<file path="config.mk">
export PLATFORM = sky130hd
export DESIGN_NAME = pipeline_sequencer
export DESIGN_NICKNAME = d
export VERILOG_FILES = /design/src/rtl/pipeline_sequencer.sv
export SDC_FILE = /design/constraint.sdc
export NUM_CORES = 1
export LEC_CHECK = 0
export ABC_AREA = 1
export BUFFER_PORTS_ARGS = -buffer_cell sky130_fd_sc_hd__clkbuf_2
export CAP_MARGIN = 10
export CORE_ASPECT_RATIO = 1.25
export CORE_MARGIN = 2
export CORE_UTILIZATION = 39
export CTS_CLUSTER_SIZE = 28
export DETAILED_ROUTE_END_ITERATION = 16
export GPL_ROUTABILITY_DRIVEN = 0
export PLACE_DENSITY = 0.87
export SKIP_LAST_GASP = 1
export SLEW_MARGIN = 10
export SYNTH_ARGS = -nofsm -noshare
export SYNTH_HDL_FRONTEND = slang
export SYNTH_SLANG_ARGS = --single-unit
</file>
<file path="constraint.sdc">
create_clock -name clk -period 1.75 [get_ports clk]
set_input_delay 0 -clock clk [delete_from_list [all_inputs] [get_ports clk]]
set_output_delay 0 -clock clk [all_outputs]
set_load 0.02 [all_outputs]
</file>
<file path="src/rtl/pipeline_sequencer.sv">
// pipeline_sequencer: stall/flush arbitration, per-stage enables/bubbles and valid tracking for an N-stage pipe.
// Optional performance counters are enabled by defining PIPE_PERF_CNT_EN.
module pipeline_sequencer #(
    parameter int NUM_STAGES = 5,
    parameter int CNT_W      = 32
) (
    input  logic                  clk,
    input  logic                  rst,
    input  logic                  start,
    input  logic [NUM_STAGES-1:0] stall_req,
    input  logic [NUM_STAGES-1:0] flush_req,
    output logic [NUM_STAGES-1:0] stage_en,
    output logic [NUM_STAGES-1:0] kill,
    output logic [NUM_STAGES-1:0] stage_valid,
    input  logic                  perf_clr,
    output logic [CNT_W-1:0]      cycle_cnt,
    output logic [CNT_W-1:0]      stall_cnt,
    output logic [CNT_W-1:0]      flush_cnt,
    output logic [CNT_W-1:0]      retire_cnt
);
    logic s_any, f_any, flush_win, stall_win;
    int   s_idx, f_idx;
    logic unused_flush0;

    assign unused_flush0 = flush_req[0];

    always_comb begin
        s_any = 1'b0;
        s_idx = 0;
        f_any = 1'b0;
        f_idx = 0;
        for (int k = 0; k < NUM_STAGES; k++) begin
            if (stall_req[k]) begin
                s_any = 1'b1;
                s_idx = k;
            end
        end
        for (int k = 1; k < NUM_STAGES; k++) begin
            if (flush_req[k]) begin
                f_any = 1'b1;
                f_idx = k;
            end
        end
        // a flush at or beyond the oldest stall squashes the stalled work anyway
        flush_win = f_any && (!s_any || f_idx >= s_idx);
        stall_win = s_any && !flush_win;
        for (int k = 0; k < NUM_STAGES; k++) begin
            stage_en[k] = start && !(stall_win && k <= s_idx);
            kill[k]     = start && k != 0 && (flush_win ? k <= f_idx : stall_win && k == s_idx + 1);
        end
    end

    always_ff @(posedge clk or posedge rst) begin
        if (rst)
            stage_valid <= '0;
        else if (start) begin
            stage_valid[0] <= 1'b1;
            for (int k = 1; k < NUM_STAGES; k++)
                if (stage_en[k])
                    stage_valid[k] <= kill[k] ? 1'b0 : stage_valid[k-1];
        end
    end

`ifdef PIPE_PERF_CNT_EN
    always_ff @(posedge clk or posedge rst) begin
        if (rst) begin
            cycle_cnt  <= '0;
            stall_cnt  <= '0;
            flush_cnt  <= '0;
            retire_cnt <= '0;
        end else if (perf_clr) begin
            cycle_cnt  <= '0;
            stall_cnt  <= '0;
            flush_cnt  <= '0;
            retire_cnt <= '0;
        end else if (start) begin
            cycle_cnt  <= cycle_cnt + 1'b1;
            stall_cnt  <= stall_cnt + CNT_W'(stall_win);
            flush_cnt  <= flush_cnt + CNT_W'(flush_win);
            retire_cnt <= retire_cnt + CNT_W'(stage_valid[NUM_STAGES-1] && stage_en[NUM_STAGES-1]);
        end
    end
`else
    logic unused_perf_clr;
    assign unused_perf_clr = perf_clr;
    assign cycle_cnt  = '0;
    assign stall_cnt  = '0;
    assign flush_cnt  = '0;
    assign retire_cnt = '0;
`endif
endmodule

</file>
==> implementation parameters <==
Parameter                              Value

Cells and area
  Layout filler cell count    395
  Layout Area Growth over Synthesis    -15.5%
  Final antenna diode count    0
  Finished layout cell area    1310 sq um
  Register Area    125 sq um
  Registers with the highest flip-flop counts    stage_valid (5)
  Largest register by flop count    stage_valid
  Flip-flop count of the largest register, all copies and words added    5
  Share of layout cells above drive strength 1    0.179
  Area occupied by multi-input gates    842 sq um
  Post-layout nets    269

Critical path
  Max FO, Critical Path    9
  Reg2Reg Setup Slack    940 ps
  CP dominant cell by count    sky130_fd_sc_hd__inv_2
  Endpoint of the worst-slack reg-to-reg timing path    stage_valid[0]
  Worst R2R Start    stage_valid[0]
  Number of buffer and inverter stages on the critical path    6
  Endpoint required time on the critical path    1750 ps
  Kind of start point of the critical path    input port
  Highest cell delay on the worst timing path    320 ps
  Slowest library cell on the worst path    sky130_fd_sc_hd__ha_1
  Worst path cell trace    clkbuf_2, inv_1, o21ai_1, ha_1, nand2_1, nor2_1, nor2_2, nand3_2, nand2_4, inv_2, o21ai_2, inv_2, nand2_2, inv_2, clkbuf_2
  CP Capture Type    output port
  Worst r2r path cells    1
  Critical path type    input port to output port
  Family with the most delay on the worst path    simple AND/OR/NAND/NOR gates
  Data arrival time at the worst-slack endpoint    1550 ps

Placement
  Placed standard-cell area    1250 sq um
  PortBufs    25
  HPWL after detailed placement    2.02 mm

Timing
  Final setup violating endpoints    0
  Max-slew violation count    0
  Final setup skew    0.746 ps
  Setup TNS    0 ps
  Final Cycle Share    0.888
  Min Clock Period, post-route    1550 ps
  Number of hold-slack violations in the final timing report    0
  Unrepaired setup endpoints after global routing    false
  Fmax    0.644 GHz

Die
  Initial core utilization    0.408
  Core outline area    3780 sq um
  Overall die area    4480 sq um
  Die Width    60.3 microns
  Ports    157
  Die boundary height    74.4 microns
  # rows    25

Hold path
  Terminating pin of the worst hold path    stage_valid[0]
  Type of the tightest min-delay check    input port to flop
  Hold wc startpoint    start
  Instance count along the most critical hold path    2

Clocking
  TritonCTS clock tree    built
  Number of CTS-inserted buffers    3
  # Post-CTS Setup Buffers    0
  Latest clock arrival within the worst-skew pair    220 ps
  Total clock sinks    5
  Clock-pin transition on the worst setup and hold timing paths    30 ps
  Number of levels in the clock H-tree    1
  Clock buffer depth    2
  Root buffer selected by CTS    sky130_fd_sc_hd__clkbuf_8

Routing
  Routed wire length    2.26 mm
  Vias per std cell    3.26
  Antenna violation net count after detailed routing    0
  DRC Markers    0
  Overall via count from detail_route    995
  Starting DRT DRC Count    30
  Number of iterations in the first detailed-routing pass    4
  Wire length per cell after detailed routing    7.42 microns

GRT
  Global-route wire length before repair    3.05 mm
  Pin count of the biggest net entering global routing    10
  Vias in the first global route    718
  Grt ovf    0
  Total GRT Usage    0.0925
  Initial antenna violation count    0

Synth
  Synthesized area    1550 sq um
  Register area share after synthesis    0.0810
  Number of synthesized register bits    5
  Synthesized instance count    222
  Count of cell types in the netlist    23
  Cell taking the most area after synthesis    sky130_fd_sc_hd__buf_4
  Cell types occupying the most area after synthesis    sky130_fd_sc_hd__buf_4 63%, sky130_fd_sc_hd__dfrtp_1 8.1%, sky130_fd_sc_hd__nand2_1 5.6%
  Fraction of post-synthesis cell area in the top cell type by area    0.627
  Syn_area_per_cell    6.96 sq um
  Warnings, synthesis    0

Flow run
  Count of maximum capacitance violations    0

Outcome
  Outcome    complete, no violations

Power and ir drop
  Worst vdd ir    0.505 mV
  Pwr per Cell Area    694 nW/um^2
  P_leak    0.901 nW
-- power breakdown --
group          total [mW]  internal [mW]  switching [mW]  leakage [nW]
Sequential          0.155          0.137          0.0181        0.0622
Combinational       0.538         0.0966           0.441         0.816
Clock               0.213          0.156          0.0565        0.0228
-- area by class of cell --
class,instances,area share
multi-input cells,192,0.645
repair buffers,26,0.104
flip-flops and latches,5,0.0959
inverters,24,0.0690
well taps,54,0.0518
clock buffers,4,0.0345
-- logic make-up after synthesis --
group                      count (synthesis)  share of synthesized area
and+or+nand+nor                           51                      0.166
other                                      1                    0.00243
buffers and inverters                    153                      0.685
adders and majority gates                  3                     0.0243
AOI/OAI and AO/OA                          9                     0.0413
DFF                                        5                     0.0810
-- layout by cell type, fill, tap and decap left out, types with 2 or more instances in the layout --
cell type / synthesis / layout
sky130_fd_sc_hd__clkbuf_8: 0 / 3
sky130_fd_sc_hd__a21oi_1: 2 / 2
sky130_fd_sc_hd__conb_1: 1 / 129
sky130_fd_sc_hd__nor2_2: 2 / 2
sky130_fd_sc_hd__o21ai_1: 1 / 3
sky130_fd_sc_hd__nand2_1: 23 / 23
sky130_fd_sc_hd__nand2_2: 2 / 2
sky130_fd_sc_hd__nand4_1: 2 / 2
sky130_fd_sc_hd__nand3_1: 9 / 9
sky130_fd_sc_hd__clkbuf_2: 0 / 25
sky130_fd_sc_hd__dfrtp_1: 5 / 5
sky130_fd_sc_hd__nor2_1: 7 / 7
sky130_fd_sc_hd__ha_1: 3 / 3
sky130_fd_sc_hd__inv_1: 20 / 20
sky130_fd_sc_hd__inv_2: 4 / 4
sky130_fd_sc_hd__nand3_2: 2 / 2
-- routing by layer --
metal  share of wire  wire length (microns)  vias up  GRT usage
met5               0                      0        -          0
met4           0.018                     40        0     0.0667
met3            0.12                    266        4     0.0209
met2            0.51                   1150       92      0.162
met1            0.35                    801      423     0.0945
li1                -                      -      476          -
-- through the flow --
step | hold WS (ps) | power, mW | instances | worst slack, ps | utilization
6_report | 121 | 0.906 | 305 | 197 | 0.345
5_1_grt | 150 | 0.979 | 305 | 14.8 | 0.345
4_1_cts | 118 | 0.907 | 305 | 111 | 0.345
3_5_place_dp | -113 | 0.685 | 300 | 113 | 0.330
3_3_place_gp | -119 | 0.674 | 300 | 173 | 0.330
2_1_floorplan | -221 | 0.810 | 350 | 410 | -
-- cells in the mapped netlist, drive strengths merged --
library cell  number
o21ai              5
conb               1
nand3             11
ha                 3
nor2              10
inv               24
or2                1
a21oi              4
nand4              3
buf              129
dfrtp              5
nand2             26
-- worst max path at each step --
stage               depth (start not counted)          from              to  slack, ps
floorplan                                  12  flush_req[3]  stage_valid[2]        410
global placement                           15  stall_req[4]         kill[1]        170
detailed placement                         14  stall_req[3]         kill[1]        110
CTS                                        14  stall_req[3]         kill[1]        110
global route                               15  flush_req[3]         kill[1]         10
finish                                     15  stall_req[4]         kill[1]        200
-- what timing repair did --
item,4_1_cts,5_1_grt
endpoints found under the hold margin,5,0
hold buffers,1,0
endpoints found under the setup margin,0,2
resized for setup,0,2
Note: power is estimated with default switching activity, not from simulation.
